<file path="config.mk">
export PLATFORM = sky130hd
export DESIGN_NAME = noise_test_controller
export DESIGN_NICKNAME = d
export VERILOG_FILES = /design/src/rtl/noise_test_pkg.sv /design/src/rtl/sat_counter.sv /design/src/rtl/noise_test_controller.sv
export SDC_FILE = /design/constraint.sdc
export NUM_CORES = 1
export LEC_CHECK = 0
export BUFFER_PORTS_ARGS = -buffer_cell sky130_fd_sc_hd__clkbuf_2
export CAP_MARGIN = 10
export CORE_ASPECT_RATIO = 0.6
export CORE_MARGIN = 1
export CORE_UTILIZATION = 55
export CTS_CLUSTER_DIAMETER = 50
export DETAILED_ROUTE_END_ITERATION = 8
export PLACE_DENSITY = 0.78
export SETUP_SLACK_MARGIN = 0.2
export SYNTH_ARGS = -nofsm -noshare
export SYNTH_HDL_FRONTEND = slang
export SYNTH_SLANG_ARGS = --single-unit
</file>
<file path="constraint.sdc">
create_clock -name clk -period 2.55 [get_ports clk]
set_input_delay 0.255 -clock clk [delete_from_list [all_inputs] [get_ports clk]]
set_output_delay 0.255 -clock clk [all_outputs]
set_load 0.01 [all_outputs]
</file>
<file path="src/rtl/noise_test_pkg.sv">
// Shared types and default constants for the noise-tester test sequencer.
package noise_test_pkg;

  // Sequencer states: idle, loop-latency flush, counted window, result hold.
  typedef enum logic [1:0] {
    IDLE    = 2'd0,
    SETTLE  = 2'd1,
    MEASURE = 2'd2,
    HOLD    = 2'd3
  } state_t;

  localparam int DEF_BITS_PER_TEST = 1000;
  localparam int DEF_SETTLE_TICKS  = 4;
  localparam int DEF_HOLD_TICKS    = 200;
  localparam int DEF_CNT_W         = 10;

  // Bits needed to hold any value in 0..max_val.
  function automatic int count_width(input int max_val);
    return (max_val < 1) ? 1 : $clog2(max_val + 1);
  endfunction

endpackage

</file>
<file path="src/rtl/sat_counter.sv">
// Saturating up-counter with synchronous clear. Increments when both
// enable and inc are high and the count is below all-ones; never wraps.
// The combinational next value is exported so a caller can latch the
// count including the increment happening on the same edge.
module sat_counter #(
  parameter int WIDTH = 10
) (
  input  logic             clk,
  input  logic             reset,
  input  logic             i_clear,
  input  logic             i_enable,
  input  logic             i_inc,
  output logic [WIDTH-1:0] o_count,
  output logic [WIDTH-1:0] o_next
);

  localparam logic [WIDTH-1:0] MAX_VAL = '1;

  logic [WIDTH-1:0] r_count;

  // Next-value selection: clear wins, then a saturating increment.
  always_comb begin
    // NOTE: assign a default first so every path drives o_next and no latch is inferred.
    o_next = r_count;
    if (i_clear) begin
      o_next = '0;
    end else if (i_enable && i_inc && (r_count != MAX_VAL)) begin
      o_next = r_count + WIDTH'(1);
    end
  end

  // Count register with synchronous reset.
  always_ff @(posedge clk) begin
    // NOTE: state uses non-blocking assignments so every register samples pre-edge values.
    if (reset) begin
      r_count <= '0;
    end else begin
      r_count <= o_next;
    end
  end

  assign o_count = r_count;

endmodule

</file>
<file path="src/rtl/noise_test_controller.sv">
// Bit-error-rate test sequencer: gates the message generator, flushes loop
// latency with settle ticks, counts XOR mismatches over a fixed window of
// sample points and latches the result for the display path, once or
// repeatedly in continuous mode.
module noise_test_controller
  import noise_test_pkg::*;
#(
  parameter int BITS_PER_TEST = DEF_BITS_PER_TEST,
  parameter int SETTLE_TICKS  = DEF_SETTLE_TICKS,
  parameter int HOLD_TICKS    = DEF_HOLD_TICKS,
  parameter int CNT_W         = DEF_CNT_W
) (
  input  logic                                 clk,
  input  logic                                 reset,
  input  logic                                 start,
  input  logic                                 abort,
  input  logic                                 continuous,
  input  logic                                 sample_tick,
  input  logic                                 err_bit,
  output logic                                 tx_enable,
  output logic                                 busy,
  output logic                                 done,
  output logic [CNT_W-1:0]                     live_count,
  output logic [CNT_W-1:0]                     result_count,
  output logic                                 saturated,
  output logic [$clog2(BITS_PER_TEST+1)-1:0]   bit_count,
  output logic [7:0]                           tests_done
);

  localparam int BC_W = $clog2(BITS_PER_TEST + 1);
  localparam int ST_W = count_width(SETTLE_TICKS);
  localparam int HD_W = count_width(HOLD_TICKS);

  localparam logic [BC_W-1:0]  BIT_LAST    = BC_W'(BITS_PER_TEST - 1);
  localparam logic [ST_W-1:0]  SETTLE_LAST = ST_W'(SETTLE_TICKS - 1);
  localparam logic [HD_W-1:0]  HOLD_LAST   = HD_W'(HOLD_TICKS - 1);
  localparam logic [CNT_W-1:0] CNT_MAX     = '1;
  // With no settle phase a new window goes straight to counting.
  localparam state_t FIRST_STATE = (SETTLE_TICKS == 0) ? MEASURE : SETTLE;

  state_t           r_state;
  logic             r_tx_enable;
  logic             r_busy;
  logic             r_done;
  logic [CNT_W-1:0] r_result;
  logic             r_saturated;
  logic [BC_W-1:0]  r_bit_count;
  logic [7:0]       r_tests_done;
  logic [ST_W-1:0]  r_settle_cnt;
  logic [HD_W-1:0]  r_hold_cnt;

  logic             w_restart;
  logic             w_live_clear;
  logic             w_live_enable;
  logic [CNT_W-1:0] w_live_count;
  logic [CNT_W-1:0] w_live_next;

  // A new window begins on start from IDLE/HOLD or when the continuous-mode
  // hold period expires; abort suppresses both.
  assign w_restart = !abort &&
                     ((start && ((r_state == IDLE) || (r_state == HOLD))) ||
                      ((r_state == HOLD) && continuous && sample_tick &&
                       (r_hold_cnt == HOLD_LAST)));

  assign w_live_clear  = abort || w_restart;
  assign w_live_enable = (r_state == MEASURE) && sample_tick;

  sat_counter #(
    .WIDTH (CNT_W)
  ) u_live_cnt (
    .clk      (clk),
    .reset    (reset),
    .i_clear  (w_live_clear),
    .i_enable (w_live_enable),
    .i_inc    (err_bit),
    .o_count  (w_live_count),
    .o_next   (w_live_next)
  );

  // Sequencer FSM with tick counters, registered outputs and result latch.
  always_ff @(posedge clk) begin
    if (reset) begin
      r_state      <= IDLE;
      r_tx_enable  <= 1'b0;
      r_busy       <= 1'b0;
      r_done       <= 1'b0;
      r_result     <= '0;
      r_saturated  <= 1'b0;
      r_bit_count  <= '0;
      r_tests_done <= '0;
      r_settle_cnt <= '0;
      r_hold_cnt   <= '0;
    end else begin
      r_done <= 1'b0;
      if (abort) begin
        r_state      <= IDLE;
        r_tx_enable  <= 1'b0;
        r_busy       <= 1'b0;
        r_bit_count  <= '0;
        r_settle_cnt <= '0;
        r_hold_cnt   <= '0;
      end else if (w_restart) begin
        r_state      <= FIRST_STATE;
        r_tx_enable  <= 1'b1;
        r_busy       <= 1'b1;
        r_bit_count  <= '0;
        r_settle_cnt <= '0;
        r_hold_cnt   <= '0;
      end else begin
        case (r_state)
          SETTLE: begin
            if (sample_tick) begin
              if (r_settle_cnt == SETTLE_LAST) begin
                r_state <= MEASURE;
              end else begin
                r_settle_cnt <= r_settle_cnt + ST_W'(1);
              end
            end
          end
          MEASURE: begin
            if (sample_tick) begin
              r_bit_count <= r_bit_count + BC_W'(1);
              if (r_bit_count == BIT_LAST) begin
                // Final tick: latch the count including this tick's error.
                r_state      <= HOLD;
                r_tx_enable  <= 1'b0;
                r_busy       <= 1'b0;
                r_done       <= 1'b1;
                r_result     <= w_live_next;
                r_saturated  <= (w_live_next == CNT_MAX);
                r_tests_done <= r_tests_done + 8'd1;
                r_hold_cnt   <= '0;
              end
            end
          end
          HOLD: begin
            // Counter freezes while continuous is low.
            if (continuous && sample_tick) begin
              r_hold_cnt <= r_hold_cnt + HD_W'(1);
            end
          end
          default: begin
          end
        endcase
      end
    end
  end

  assign tx_enable    = r_tx_enable;
  assign busy         = r_busy;
  assign done         = r_done;
  assign live_count   = w_live_count;
  assign result_count = r_result;
  assign saturated    = r_saturated;
  assign bit_count    = r_bit_count;
  assign tests_done   = r_tests_done;

endmodule

</file>
=== Word level (Yosys, flattened, before mapping) ===
Index checks and enable logic that the tools add are counted.

* Add/sub/neg operators: 5
* Multiply operators: 0
* Divide/modulo/power cells: 0
* Order comparisons: 0
* Equal/unequal tests: 17
* Shifts and indexed selects: 0
* Muxes and demuxes: 17
* Bitwise logic cells: 5
* Reduce and logical (&&, ||, !) cells: 30

{| class="wikitable"
|+ Operator list
! cell !! number
|-
| $mux W8 || 3
|-
| $add A10 B1 Y10 const B || 2
|-
| $eq A10 B10 Y1 const B || 2
|-
| $mux W10 || 2
|-
| $add A8 B1 Y8 const B || 2
|-
| $pmux W8 S2 || 1
|-
| $reduce_and A5 Y1 || 3
|-
| $ne A10 B10 Y1 const B || 1
|-
| $reduce_bool A2 Y1 || 5
|-
| $logic_and A1 B1 Y1 || 9
|-
| $ne A3 B3 Y1 const B || 3
|-
| $eq A8 B8 Y1 const B || 1
|-
| $mux W2 || 4
|-
| $mux W1 || 6
|-
| $ne A2 B2 Y1 const B || 3
|-
| $reduce_and A3 Y1 || 2
|-
| $not A1 Y1 || 5
|-
| $reduce_or A5 Y1 || 1
|-
| $eq A2 B2 Y1 const B || 2
|-
| $ne A2 B1 Y1 const B || 2
|-
| $pmux W2 S2 || 1
|-
| $reduce_and A4 Y1 || 1
|-
| $add A3 B1 Y3 const B || 1
|-
| $eq A3 B2 Y1 const B || 1
|-
| other kinds (9) || 11
|}

* Register bits: 54
* Bits in latches: 0
* Memory bits (writable): 0
* ROM bits: 0
* Input port bits: 7
* Output and inout bits: 42
* Word-level logic and storage cells: 85
* Memories kept: 0

=== Logic depth before layout (Yosys ltp) ===
* Depth in word-level cells: 9
* Gate-level depth with buffers: 9

=== Hierarchy ===
A second synthesis with hierarchy kept.

* Cell total of the unflattened synthesis: 326
* Area, all modules: 2,780.2 µm²

{| class="wikitable"
|+ By module, submodules not included
! module !! times used !! cells each !! area an instance (µm²)
|-
| noise_test_controller || 1 || 257 || 2,175.8
|-
| sat_counter || 1 || 69 || 604.3
|}

=== Worst setup path after synthesis ===
Ideal clock, no wire load.

* Path kind: register to register
* Start point: register r_bit_count[0] (netlist: bit_count[0])
* End point: register r_tests_done[5] (netlist: tests_done[5])
* Library setup time: 71 ps
* Data arrival time: 1,991 ps
* Setup slack: 488 ps
* Stages on the path, launching flop included: 7
* Buffers on the path: 0
* Clock period less this slack: 2,062 ps
* Cell sequence: dfxtp_1 -> ha_1 -> and4_1 -> nand4_4 -> or3_4 -> or4_1 -> a21oi_1

* Cells in the longest elaborated chain, start to end: 2

{| class="wikitable"
|+ Ends and longest elaborated chain
! what !! line !! text
|-
| start: declaration || noise_test_controller.sv:47 || <nowiki>logic [BC_W-1:0] r_bit_count;</nowiki>
|-
| start signal: assignment || noise_test_controller.sv:122 || <nowiki>r_bit_count <= r_bit_count + BC_W'(1);</nowiki>
|-
| $eq A10 B10 Y1 || noise_test_controller.sv:123 || <nowiki>if (r_bit_count == BIT_LAST) begin</nowiki>
|-
| $reduce_and A5 Y1 (no source line) || - ||
|-
| end signal: assignment || noise_test_controller.sv:131 || <nowiki>r_tests_done <= r_tests_done + 8'd1;</nowiki>
|-
| end: declaration || noise_test_controller.sv:48 || <nowiki>logic [7:0] r_tests_done;</nowiki>
|}

Every way passes these cells.
A chain may end at the register's enable or synchronous reset.

=== Final worst setup path ===
* Start point: register r_state[0]
* End point: register r_result[9] (netlist: result_count[9])

* Cells in the longest elaborated chain, start to end: 8

{| class="wikitable"
|+ Ends and longest elaborated chain
! what !! line !! text
|-
| start: declaration || noise_test_controller.sv:41 || <nowiki>state_t r_state;</nowiki>
|-
| start signal: assignment || noise_test_controller.sv:83 || <nowiki>r_state <= IDLE;</nowiki>
|-
| start signal: assignment || noise_test_controller.sv:96 || <nowiki>r_state <= IDLE;</nowiki>
|-
| start signal: assignment || noise_test_controller.sv:103 || <nowiki>r_state <= FIRST_STATE;</nowiki>
|-
| $eq A2 B2 Y1 || noise_test_controller.sv:61, noise_test_controller.sv:62 ||
|-
| $logic_and A1 B1 Y1 (3 in series) || noise_test_controller.sv:62 || <nowiki>((r_state == HOLD) && continuous && sample_tick &&</nowiki>
|-
| $logic_or A1 B1 Y1 || noise_test_controller.sv:61 || <nowiki>((start && ((r_state == IDLE) || (r_state == HOLD))) ||</nowiki>
|-
| $logic_and A1 B1 Y1 || noise_test_controller.sv:60 || <nowiki>assign w_restart = !abort &&</nowiki>
|-
| $not A1 Y1 (no source line) or $logic_or A1 B1 Y1 (tied branches) || - ||
|-
| $reduce_and A5 Y1 (no source line) or $mux W10 (tied branches) || - ||
|-
| end signal: assignment || noise_test_controller.sv:129 || <nowiki>r_result <= w_live_next;</nowiki>
|-
| end: declaration || noise_test_controller.sv:45 || <nowiki>logic [CNT_W-1:0] r_result;</nowiki>
|}

Several ways; a longest one is shown, not always the timed one.

==> results.txt <==
Outcome: finished clean
FF+latch count, synth: 54
Commonest non-fill, non-tap cell in the layout: dfxtp_1
Avg Cell Area, Syn: 8.68 um2
CTS Buf Count: 5
Vias per std cell: 5.65
First-pass GRT wire length: 9890 um
NetSw: 0.000320 W
Tmin final: 2.26 ns
Post-CTS Hold Buffers: 0
Internal power: 0.00105 W
Syn Nets: 317
CP Capture Type: flip-flop
Syn Std Cell Area: 2610 um2
Crit share post-route: 0.886
Number of vias in the routed layout: 2322
Critical Path RT: 2.73 ns
Yosys cell types: 45
PD cells: 457 nW/um2
First-pass DRT Iterations: 4
EDFF count, synth: 0
Inst Count DP: 403
CTS tree: yes
Hold Crit Class: primary input to flip-flop
Asr flop ratio synth: 0
Root Buffer: clkbuf_8
# clock sinks: 54
Number of global-route vias before repair: 2036
Worst-Skew Late Latency: 0.30 ns
# Post-CTS Setup Buffers: 0
Area delta synth->final: 15.2%
Clock share of power: 0.349
PostCTS Resize Cnt: 0
Final Hold Fails: 0
Worst-Margin Slew: 0.697 ns
ANT nets after route: 0
Crit Path Max Fanout: 8
Clk_skew: 0.00986 ns
Htree depth: 2
Max-Cap Viols: 0
Largest net degree at the start of global routing: 25
Arrival @ worst endpoint: 2.44 ns
Setup violators final: 0
Sequential element share of the synthesized area: 0.414
Detailed Place HPWL: 4400 um
GRT Util Overall: 0.246
RSZ-0062 raised after global routing: false
Yosys warnings: 0
Worst VDD drop: 262 uV
Nets: 366
Initial Util: 0.604
Die W: 91.0 um
Critical path class: flip-flop to flip-flop
Gate power share: 0.034
Initial drt markers: 228
Global route overflow: 0
Total negative slack: 0 ns
Top FF cell, synth: dfxtp_1
Slew HR: 0.533
Clock transition at the registers of the reported paths: 0.10 ns
# port buffers: 48
Per-cell routed wire length: 14.5 um
Rows: 18
Most frequent cells in the layout: dfxtp_1 (54), clkbuf_2 (48), nor2_1 (42), nand2_1 (32), xnor2_1 (18)
Max clock buf depth: 2
DRC viols: 0
GPL Wtd Cong: 0.880
I/O Pins: 49
Synth Instances: 301
Leakage power: 1.08 nW
Fin util: 0.696
Slew Limit Fails: 0
Sequential power share: 0.616
Share of layout cells above drive strength 1: 0.205
Initial antenna violation count: 0
Core footprint: 4320 um2
Net Sw Frac: 0.233
Diodes inserted: 0
Final cell count without fillers: 411
Post-Route WL: 5970 um
Die Height: 55.4 um
Die Area: 5040 um2
F_max: 0.443 GHz
Startpoint types: flip-flop
[final timing paths]
kind / startpoint / slack, ns / end / cells past startpoint
worst max-delay path: r_state[0] / 0.29 / result_count[9] / 9
worst min-delay path: abort / 0.30 / r_state[0] / 2
worst min register to register: result_count[2] / 0.46 / result_count[2] / 2
worst max register to register: r_state[0] / 0.29 / result_count[9] / 9
[final cells by class]
class / instances / area (um2)
multi-input combinational: 228 / 1460
fill: 388 / 1320
clock buffer: 5 / 68.8
timing repair buffer: 53 / 278
inverter: 8 / 30.0
tap: 60 / 75.1
clock inverter: 3 / 21.3
sequential: 54 / 1080
[sequential cells by signal, summed over array words and instances, names as in the netlist]
register            cells
r_hold_cnt              8
busy                    1
tests_done              8
r_state                 2
bit_count              10
r_settle_cnt            3
saturated               1
done                    1
result_count           10
u_live_cnt.o_count     10
[power by group through the flow]
stage,sequential [W],combinational [W],clock [W]
after floorplan,0.000866,0.0000311,0
after global placement,0.000866,0.0000451,0
after detailed placement,0.000866,0.0000456,0
after CTS,0.000847,0.0000460,0.000486
after global routing,0.000847,0.0000520,0.000519
final,0.000847,0.0000470,0.000480
[logic make-up after synthesis]
family                   synth area share
multiplexers                       0.0287
AO/OA/AOI/OAI                       0.107
adder cells (fa/ha/maj)            0.0431
buffers and inverters              0.0316
AND/OR/NAND/NOR                     0.295
XOR/XNOR                           0.0805
flip-flops                          0.414
[layer usage]
metal | track usage | vias to the layer above | routed length (um)
li1 | - | 1162 | -
met1 | 0.391 | 1082 | 3180
met2 | 0.341 | 76 | 2390
met3 | 0.0496 | 2 | 381
met4 | 0.0408 | 0 | 16
met5 | 0 | - | 0
[critical path, stage by stage (launching register included)]
cell	delay, ns
dfxtp_1	0.35
inv_1	0.06
ha_1	0.15
buf_4	0.15
nand3_1	0.15
a2111oi_0	0.46
buf_4	0.20
nand4_1	0.10
xor2_1	0.38
a211oi_1	0.13
[per-stage QoR]
step	setup WS [ns]	total power, W	instance area (um2)	hold WS [ns]
after floorplan	0.488	0.000897	2610	0.443
after global placement	0.292	0.000911	2910	0.439
after detailed placement	0.243	0.000912	2910	0.450
after CTS	0.233	0.00138	3000	0.262
after global routing	0.202	0.00142	3010	0.307
final	0.291	0.00137	3010	0.299
[Yosys cell counts, types with 2 or more instances]
master	instances	area, um2
and2_1	2	12.5
nand4_1	11	68.8
nand2_1	32	120
inv_1	8	30.0
nor3b_1	3	22.5
mux2_2	4	45.0
nor4b_1	2	17.5
a211oi_1	6	45.0
nor4_1	5	31.3
nand3_1	11	55.1
mux2i_1	3	30.0
nor2b_1	5	31.3
nand2b_1	4	25.0
dfxtp_1	54	1080
clkbuf_1	4	15.0
a21oi_1	16	80.1
buf_2	6	30.0
or4_1	2	15.0
o21ai_0	7	35.0
xor2_1	6	52.6
ha_1	9	113
or3_1	4	25.0
o211ai_1	3	22.5
and4_1	4	35.0
and3_1	3	18.8
nor2_1	42	158
xnor2_1	18	158
o31ai_1	3	22.5
nor3_1	8	40.0
Note: power is estimated with default switching activity, not from simulation.
